==> src/rtl/rename_map_table.sv <==
// N-wide register rename map table with per-arch-reg busy bits, writeback clears
// and a circular FIFO of branch checkpoints for single-cycle mispredict recovery.
module rename_map_table #(
  parameter int RENAME_WIDTH       = 2,
  parameter int WB_PORTS           = 3,
  parameter int ARCH_REGS          = 32,
  parameter int REG_ADDR_WIDTH     = 5,
  parameter int PHY_REG_ADDR_WIDTH = 6,
  parameter int NUM_CKPT           = 4,
  parameter int CKPT_ID_WIDTH      = 2,
  localparam int LANE_WIDTH = (RENAME_WIDTH > 1) ? $clog2(RENAME_WIDTH) : 1
) (
  input  logic                                       clk,
  input  logic                                       rst,
  input  logic [RENAME_WIDTH-1:0]                    rn_valid_i,
  input  logic [RENAME_WIDTH*REG_ADDR_WIDTH-1:0]     rn_rs1_i,
  input  logic [RENAME_WIDTH*REG_ADDR_WIDTH-1:0]     rn_rs2_i,
  input  logic [RENAME_WIDTH*REG_ADDR_WIDTH-1:0]     rn_rd_i,
  input  logic [RENAME_WIDTH-1:0]                    rn_uses_rd_i,
  input  logic [RENAME_WIDTH*PHY_REG_ADDR_WIDTH-1:0] rn_prd_i,
  output logic [RENAME_WIDTH-1:0]                    rn_valid_o,
  output logic [RENAME_WIDTH*PHY_REG_ADDR_WIDTH-1:0] rn_prs1_o,
  output logic [RENAME_WIDTH*PHY_REG_ADDR_WIDTH-1:0] rn_prs2_o,
  output logic [RENAME_WIDTH*PHY_REG_ADDR_WIDTH-1:0] rn_lprd_o,
  output logic [RENAME_WIDTH-1:0]                    rn_prs1_busy_o,
  output logic [RENAME_WIDTH-1:0]                    rn_prs2_busy_o,
  input  logic [WB_PORTS-1:0]                        wb_valid_i,
  input  logic [WB_PORTS*REG_ADDR_WIDTH-1:0]         wb_rd_i,
  input  logic [WB_PORTS*PHY_REG_ADDR_WIDTH-1:0]     wb_prd_i,
  input  logic                                       ckpt_alloc_i,
  input  logic [LANE_WIDTH-1:0]                      ckpt_lane_i,
  output logic [CKPT_ID_WIDTH-1:0]                   ckpt_id_o,
  output logic                                       ckpt_full_o,
  input  logic                                       ckpt_release_i,
  input  logic                                       restore_i,
  input  logic [CKPT_ID_WIDTH-1:0]                   restore_id_i
);

  localparam int RA = REG_ADDR_WIDTH;
  localparam int PA = PHY_REG_ADDR_WIDTH;
  localparam int CW = CKPT_ID_WIDTH;

  logic [PA-1:0]        map_reg   [ARCH_REGS];
  logic [ARCH_REGS-1:0] busy_reg;
  logic [PA-1:0]        ckpt_map  [NUM_CKPT][ARCH_REGS];
  logic [ARCH_REGS-1:0] ckpt_busy [NUM_CKPT];
  logic [NUM_CKPT-1:0]  ckpt_valid;
  logic [CW-1:0]        head, tail;
  logic [CW:0]          count;

  logic [RA-1:0] rs1 [RENAME_WIDTH];
  logic [RA-1:0] rs2 [RENAME_WIDTH];
  logic [RA-1:0] rd  [RENAME_WIDTH];
  logic [PA-1:0] prd [RENAME_WIDTH];
  logic [RENAME_WIDTH-1:0] we;
  logic [RA-1:0] wb_rd  [WB_PORTS];
  logic [PA-1:0] wb_prd [WB_PORTS];

  logic restore_ok, release_ok, alloc_ok;

  // A restore naming an invalid slot is treated as if restore were not asserted.
  assign restore_ok = restore_i & ckpt_valid[restore_id_i];

  for (genvar gi = 0; gi < RENAME_WIDTH; gi++) begin : g_lane
    assign rs1[gi] = rn_rs1_i[gi*RA +: RA];
    assign rs2[gi] = rn_rs2_i[gi*RA +: RA];
    assign rd[gi]  = rn_rd_i[gi*RA +: RA];
    assign prd[gi] = rn_prd_i[gi*PA +: PA];
    assign we[gi]  = rn_valid_i[gi] & rn_uses_rd_i[gi] & (rd[gi] != '0) & ~restore_ok;
  end

  for (genvar gi = 0; gi < WB_PORTS; gi++) begin : g_wb
    assign wb_rd[gi]  = wb_rd_i[gi*RA +: RA];
    assign wb_prd[gi] = wb_prd_i[gi*PA +: PA];
  end

  // Writeback clears only land where the stored tag still matches.
  logic [ARCH_REGS-1:0] wb_clr;
  always_comb begin
    wb_clr = '0;
    for (int k = 0; k < WB_PORTS; k++)
      if (wb_valid_i[k] && wb_rd[k] != '0 && map_reg[wb_rd[k]] == wb_prd[k])
        wb_clr[wb_rd[k]] = 1'b1;
  end

  logic [ARCH_REGS-1:0] ckpt_clr [NUM_CKPT];
  for (genvar gi = 0; gi < NUM_CKPT; gi++) begin : g_ckpt_clr
    always_comb begin
      ckpt_clr[gi] = '0;
      for (int k = 0; k < WB_PORTS; k++)
        if (wb_valid_i[k] && wb_rd[k] != '0 && ckpt_map[gi][wb_rd[k]] == wb_prd[k])
          ckpt_clr[gi][wb_rd[k]] = 1'b1;
    end
  end

  logic [PA-1:0]           prs1 [RENAME_WIDTH];
  logic [PA-1:0]           prs2 [RENAME_WIDTH];
  logic [PA-1:0]           lprd [RENAME_WIDTH];
  logic [RENAME_WIDTH-1:0] prs1_busy, prs2_busy;

  // Older lanes are scanned oldest-first so the youngest matching producer wins.
  always_comb begin
    prs1_busy = '0;
    prs2_busy = '0;
    for (int j = 0; j < RENAME_WIDTH; j++) begin
      prs1[j]      = map_reg[rs1[j]];
      prs2[j]      = map_reg[rs2[j]];
      lprd[j]      = map_reg[rd[j]];
      prs1_busy[j] = busy_reg[rs1[j]] & ~wb_clr[rs1[j]];
      prs2_busy[j] = busy_reg[rs2[j]] & ~wb_clr[rs2[j]];
      for (int i = 0; i < j; i++) begin
        if (we[i] && rd[i] == rs1[j]) begin
          prs1[j]      = prd[i];
          prs1_busy[j] = 1'b1;
        end
        if (we[i] && rd[i] == rs2[j]) begin
          prs2[j]      = prd[i];
          prs2_busy[j] = 1'b1;
        end
        if (we[i] && rd[i] == rd[j])
          lprd[j] = prd[i];
      end
    end
  end

  logic [PA-1:0]        map_next  [ARCH_REGS];
  logic [PA-1:0]        snap_map  [ARCH_REGS];
  logic [ARCH_REGS-1:0] busy_next, snap_busy;

  // The snapshot sees only lanes up to and including the branch lane.
  always_comb begin
    for (int r = 0; r < ARCH_REGS; r++) begin
      map_next[r] = map_reg[r];
      snap_map[r] = map_reg[r];
    end
    busy_next = busy_reg & ~wb_clr;
    snap_busy = busy_reg & ~wb_clr;
    for (int j = 0; j < RENAME_WIDTH; j++) begin
      if (we[j]) begin
        map_next[rd[j]]  = prd[j];
        busy_next[rd[j]] = 1'b1;
        if (j <= int'(ckpt_lane_i)) begin
          snap_map[rd[j]]  = prd[j];
          snap_busy[rd[j]] = 1'b1;
        end
      end
    end
    if (restore_ok) begin
      for (int r = 0; r < ARCH_REGS; r++)
        map_next[r] = ckpt_map[restore_id_i][r];
      busy_next = ckpt_busy[restore_id_i] & ~ckpt_clr[restore_id_i];
    end
  end

  assign ckpt_full_o = (count == (CW+1)'(NUM_CKPT));
  assign ckpt_id_o   = tail;
  assign release_ok  = ckpt_release_i & (count != '0) & ~restore_ok;
  assign alloc_ok    = ckpt_alloc_i & (~ckpt_full_o | release_ok) & ~restore_ok;

  logic [CW-1:0]       restore_off;
  logic [NUM_CKPT-1:0] restore_kill;
  assign restore_off = restore_id_i - head;

  // Slots whose age from head is at least the restored slot's age are squashed.
  for (genvar gi = 0; gi < NUM_CKPT; gi++) begin : g_kill
    logic [CW-1:0] age;
    assign age              = CW'(gi) - head;
    assign restore_kill[gi] = (age >= restore_off);
  end

  always_ff @(posedge clk or posedge rst) begin
    if (rst) begin
      for (int r = 0; r < ARCH_REGS; r++)
        map_reg[r] <= PA'(r);
      busy_reg <= '0;
    end else begin
      for (int r = 0; r < ARCH_REGS; r++)
        map_reg[r] <= map_next[r];
      busy_reg <= busy_next;
    end
  end

  always_ff @(posedge clk or posedge rst) begin
    if (rst) begin
      head       <= '0;
      tail       <= '0;
      count      <= '0;
      ckpt_valid <= '0;
    end else if (restore_ok) begin
      tail       <= restore_id_i;
      count      <= {1'b0, restore_off};
      ckpt_valid <= ckpt_valid & ~restore_kill;
    end else begin
      if (release_ok) begin
        ckpt_valid[head] <= 1'b0;
        head             <= head + 1'b1;
      end
      if (alloc_ok) begin
        ckpt_valid[tail] <= 1'b1;
        tail             <= tail + 1'b1;
      end
      count <= count + {{CW{1'b0}}, alloc_ok} - {{CW{1'b0}}, release_ok};
    end
  end

  // Snapshot payload needs no reset: it is only read through a valid slot.
  always_ff @(posedge clk) begin
    for (int s = 0; s < NUM_CKPT; s++)
      ckpt_busy[s] <= ckpt_busy[s] & ~ckpt_clr[s];
    if (alloc_ok) begin
      ckpt_busy[tail] <= snap_busy;
      for (int r = 0; r < ARCH_REGS; r++)
        ckpt_map[tail][r] <= snap_map[r];
    end
  end

  always_ff @(posedge clk or posedge rst) begin
    if (rst) begin
      rn_valid_o     <= '0;
      rn_prs1_o      <= '0;
      rn_prs2_o      <= '0;
      rn_lprd_o      <= '0;
      rn_prs1_busy_o <= '0;
      rn_prs2_busy_o <= '0;
    end else begin
      rn_valid_o     <= restore_ok ? '0 : rn_valid_i;
      rn_prs1_busy_o <= prs1_busy;
      rn_prs2_busy_o <= prs2_busy;
      for (int j = 0; j < RENAME_WIDTH; j++) begin
        rn_prs1_o[j*PA +: PA] <= prs1[j];
        rn_prs2_o[j*PA +: PA] <= prs2[j];
        rn_lprd_o[j*PA +: PA] <= lprd[j];
      end
    end
  end

endmodule

==> config.mk <==
export PLATFORM = sky130hd
export DESIGN_NAME = rename_map_table
export DESIGN_NICKNAME = d
export VERILOG_FILES = /design/src/rtl/rename_map_table.sv
export SDC_FILE = /design/constraint.sdc
export NUM_CORES = 2
export LEC_CHECK = 0
export BUFFER_PORTS_ARGS = -buffer_cell sky130_fd_sc_hd__buf_2
export CAP_MARGIN = 15
export CELL_PAD_IN_SITES_DETAIL_PLACEMENT = 0
export CELL_PAD_IN_SITES_GLOBAL_PLACEMENT = 2
export CORE_ASPECT_RATIO = 1.2
export CORE_MARGIN = 2
export CORE_UTILIZATION = 46
export DETAILED_ROUTE_END_ITERATION = 6
export GPL_ROUTABILITY_DRIVEN = 1
export PLACE_DENSITY_LB_ADDON = 0.1
export REMOVE_ABC_BUFFERS = 1
export SETUP_SLACK_MARGIN = 0.1
export SYNTH_ARGS = -nofsm -noshare
export SYNTH_HDL_FRONTEND = slang
export SYNTH_SLANG_ARGS = --single-unit
==> constraint.sdc <==
create_clock -name clk -period 10.76 [get_ports clk]
set_input_delay 2.152 -clock clk [delete_from_list [all_inputs] [get_ports clk]]
set_output_delay 2.152 -clock clk [all_outputs]
set_load 0.03 [all_outputs]
==> run summary <==
The run finished, with violations left. The checks that failed: DRC. Routability-driven placement finished with a final weighted congestion of 1.140.

Once the floorplan was initialized, standard cells occupied 46.33% of the core. The worst hold path belongs to the class reg -> reg. Leaving out fill and tap cells, the most frequent cell in the layout is sky130_fd_sc_hd__mux4_2. Averaged over all synthesized cells, the footprint is 12.13 um^2. The worst-case setup slack after placement came out at 2.987 ns.

Setup repair after global routing left no endpoint under its margin. The flip-flop count of the largest register after layout works out to 768. Across all setup checks in the final design, the least slack found is 3.096 ns. The number of nets in the layout is 6861, and the delay contributed by the slowest stage of the critical path is 1.10 ns. The slowest stage cell on the critical path is sky130_fd_sc_hd__xor2_1. The run gives 0 as the post-detailed-route count of antenna-violating nets. The count of warnings emitted by yosys is 0, and the total grt overflow is 0. Final hold analysis gives a worst-case slack of 0.4818 ns. The count of final hold-check violations came out at 0. The initial antenna violation count came out at 52. STA puts the critical path data arrival time at 8.43 ns. After detailed routing, the average wire length per cell comes to 53.89 um. The actual transition at the worst max-transition pin was 1.454 ns; the final count of pins violating max slew was 0. For this design the ratio of total power to cell area is 240.9 mW/mm^2. Counting flops with a built-in enable in the synthesized netlist gives 768. Classification of the worst setup path: in -> reg. Once layout is done, the placed cells without fillers occupy 0.09426 mm^2. The count of buffers inserted at the top-level ports came out at 134.

Global routing consumed, over all layers together, 52.00% of the routing resources. The post-synthesis sequential element count was 1173. Fraction of layout cells with a size suffix above 1: 28.95%.

The routed layout has 77140 vias. In the routed layout, each cell is associated on average with a via count of 8.211. The region available for standard cell placement spans 0.1874 mm^2. At the worst endpoint, the required time is 11.53 ns.

Once detailed placement completed, the half-perimeter wirelength came to 345400 um. In this run the count of I/O pins placed on the die edge is 135. In this run the cell area of the synthesized design comes to 0.08685 mm^2.

TritonCTS built the clock tree. In this run the worst path has a maximum fanout of 28. The tools report the setup fix buffers added after clock tree synthesis as 0. STA classifies the critical path endpoint as a flip-flop.

Walking the worst path, the cells encountered are buf_2, nor2b_1, nor2b_4, buf_4, a22oi_1, nand4_1, xor2_1, nor2_1, nand3_2, nor3_1, a21oi_1, nand3_1, mux2_2, a21oi_1. In this run the critical register-to-register path is captured at rn_prs2_busy_o[1]. The slack of the worst reg-to-reg path is 5.41 ns, and the maximum buffer depth of the clock tree is 3.

The area of the die is 0.1923 mm^2, and the TritonCTS buffer count is 135. Summing the sequential cell areas from Yosys gives 37.60% of the chip area. The worst pin sits at a relative slew slack of 2.930%. Number of cell instances on the worst register-to-register path: 13.

For this run, asynchronously set or reset flops after synthesis account for 23.61%. The post-synthesis to final-layout area growth works out to 8.529%. The design draws 22700 uW.

The number of endpoints failing setup at the final stage was 0; the wire length of the first global-routing pass was 668500 um. The minimum period implied by the final worst setup slack works out to 7.664 ns. Vertical die dimension: 480.0 um. For the post-placement cell area, the log shows 0.08961 mm^2. Clock-pin slew was measured on the worst setup and hold paths at 0.06 ns. The clock latency at the later pin of the worst-skew pair is 0.85 ns, and the post-cts gate resize count is 0.

The run gives 0.03948 ns as the worst setup skew after layout. After the first detailed-routing iteration, the DRC count stood at 13800. Worst voltage drop across the vdd grid: 0.0001854 V. The post-synthesis cell type count was 89. The run gives 506300 um as the final routed wirelength across all metal layers. The floorplan step set the die width to 400.7 um. The pre-antenna-repair detailed-routing pass consisted of 7 iterations. The final routed DRC violation total was 2. Synthesis handed over a netlist of 7159 instances.

The maximum level of the CTS H-tree came out at 4. Leaving out fill and tap cells, the most frequent cells in the layout are sky130_fd_sc_hd__mux4_2 (1142), sky130_fd_sc_hd__edfxtp_1 (768), sky130_fd_sc_hd__mux2i_1 (581), sky130_fd_sc_hd__nor2_1 (567), sky130_fd_sc_hd__nand2_1 (502). Across the run, the number of max-cap violations was 0. For the via count of the first global-routing pass, the log shows 71960. Most instantiated flip-flop cell in the synthesis netlist: sky130_fd_sc_hd__edfxtp_1. The cell row count was 174. Following the worst setup path forward leads to its endpoint at busy_reg[19].

Counting stages on the worst path, the most repeated cell is sky130_fd_sc_hd__a21oi_1. STA classifies the critical path startpoint as an input port. The largest net degree at the start of global routing is 150. The buffer type at the clock tree root is sky130_fd_sc_hd__clkbuf_16. Of the available clock period, the critical path in the final layout requires 71.23%. Total negative slack: 0 ns. The analysis attributes to cell leakage a power of 0.03223 uW. The worst register-to-register path begins at map_reg[11].

The critical path starts at wb_rd_i[12]. In this run, post-CTS hold repair placed 0 buffers. Counting every sink on the clock net gives 1173. For this run, the top clock speed supported by timing is 0.1305 GHz.
## logic make-up after synthesis
| family | count (synthesis) | share of synthesized area, % |
|---|---|---|
| flops | 1173 | 37.60 |
| fa+ha+maj | 18 | 0.2852 |
| mux | 1746 | 36.64 |
| xor+xnor | 94 | 0.9479 |
| simple gates | 1587 | 8.373 |
| compound gates | 1560 | 11.56 |
| buf+inv | 981 | 4.593 |
## layer usage
layer / wire length [um] / part of all wire [%] / global-route usage, %
met1: 167000 / 33 / 61.15
met2: 205100 / 40 / 70.71
met3: 82800 / 16 / 26.75
met4: 50720 / 10 / 42.06
met5: 768 / 0.15 / 1.656
## critical path, delay by kind of cell
family / cells / cell delay [ns]
AND/OR/NAND/NOR: 7 / 2.92
buffers and inverters: 2 / 1.24
XOR/XNOR: 1 / 1.10
AO/OA/AOI/OAI: 3 / 0.63
multiplexers: 1 / 0.28
## worst min path at each step
stage | start | to | slack, ns | cells after the start
3_3_place_gp | ckpt_busy[0][0] | ckpt_busy[0][0] | 0.46 | 1
3_5_place_dp | ckpt_busy[3][0] | ckpt_busy[3][0] | 0.47 | 1
4_1_cts | ckpt_busy[0][18] | ckpt_busy[0][18] | 0.48 | 2
2_1_floorplan | ckpt_busy[0][18] | ckpt_busy[0][18] | 0.45 | 2
6_report | ckpt_busy[0][18] | ckpt_busy[0][18] | 0.48 | 2
5_1_grt | ckpt_busy[0][0] | ckpt_busy[0][0] | 0.51 | 1
## cell usage after synthesis, types with 13 or more instances
cell type                   count  area (um^2)
sky130_fd_sc_hd__buf_1        216        810.8
sky130_fd_sc_hd__nand3_1       75        375.4
sky130_fd_sc_hd__a31oi_1       15        93.84
sky130_fd_sc_hd__a21oi_1      432         2162
sky130_fd_sc_hd__dfrtp_1      197         4930
sky130_fd_sc_hd__o221ai_1      20        175.2
sky130_fd_sc_hd__mux2i_1      581         5816
sky130_fd_sc_hd__o21ai_0      281         1406
sky130_fd_sc_hd__inv_1         32        120.1
sky130_fd_sc_hd__nor2b_1       16        100.1
sky130_fd_sc_hd__buf_4         14        105.1
sky130_fd_sc_hd__nor3_1        44        220.2
sky130_fd_sc_hd__nor2_1       578         2170
sky130_fd_sc_hd__edfxtp_1     768        23060
sky130_fd_sc_hd__nor4_1        45        281.5
sky130_fd_sc_hd__xnor2_1       36        315.3
sky130_fd_sc_hd__xor2_1        58        508.0
sky130_fd_sc_hd__o22ai_1      145        907.1
sky130_fd_sc_hd__or4b_1        13        130.1
sky130_fd_sc_hd__o211ai_1      81        608.1
sky130_fd_sc_hd__buf_2        154        770.7
sky130_fd_sc_hd__nand4bb_1     18        202.7
sky130_fd_sc_hd__nand2b_1      18        112.6
sky130_fd_sc_hd__nand2_1      537         2016
sky130_fd_sc_hd__nand4_1      115        719.4
sky130_fd_sc_hd__mux4_2      1142        25720
sky130_fd_sc_hd__a222oi_1      15        150.1
sky130_fd_sc_hd__a221oi_1      15        131.4
sky130_fd_sc_hd__mux2_2        21        236.5
sky130_fd_sc_hd__o2111ai_1     22        192.7
sky130_fd_sc_hd__a22o_1        20        175.2
sky130_fd_sc_hd__nand4b_1      15        131.4
sky130_fd_sc_hd__dfxtp_1      128         2562
sky130_fd_sc_hd__o31a_1        31        271.5
sky130_fd_sc_hd__ha_1          15        187.7
sky130_fd_sc_hd__and3_1        33        206.5
sky130_fd_sc_hd__dfstp_2       80         2102
sky130_fd_sc_hd__and2_1        24        150.1
sky130_fd_sc_hd__clkbuf_1     550         2064
sky130_fd_sc_hd__a32o_1        14        140.1
sky130_fd_sc_hd__a22oi_1      380         2853
## metrics by stage
stage,util (%),instances
4_1_cts,50.17,9326
6_report,50.29,9395
3_5_place_dp,47.80,9078
5_1_grt,50.20,9331
2_1_floorplan,-,6216
3_3_place_gp,47.79,9075
## power breakdown
part | leakage (uW) | switching, uW | total (uW) | internal [uW]
clock | 0.00217 | 2090 | 4800 | 2710
combinational | 0.0190 | 4880 | 8560 | 3680
sequential | 0.0110 | 2500 | 9350 | 6850
## layout make-up
type	instances	area, um^2
Inverter	38	150.1
Clock buffer	176	3699
Sequential cell	1173	32660
Tap cell	2464	3083
Clock inverter	72	745.7
Antenna cell	67	167.7
Multi-Input combinational cell	5005	50670
Timing Repair Buffer	400	3089
Fill cell	16320	93190
No activity file was read; power rests on OpenSTA's default activity.
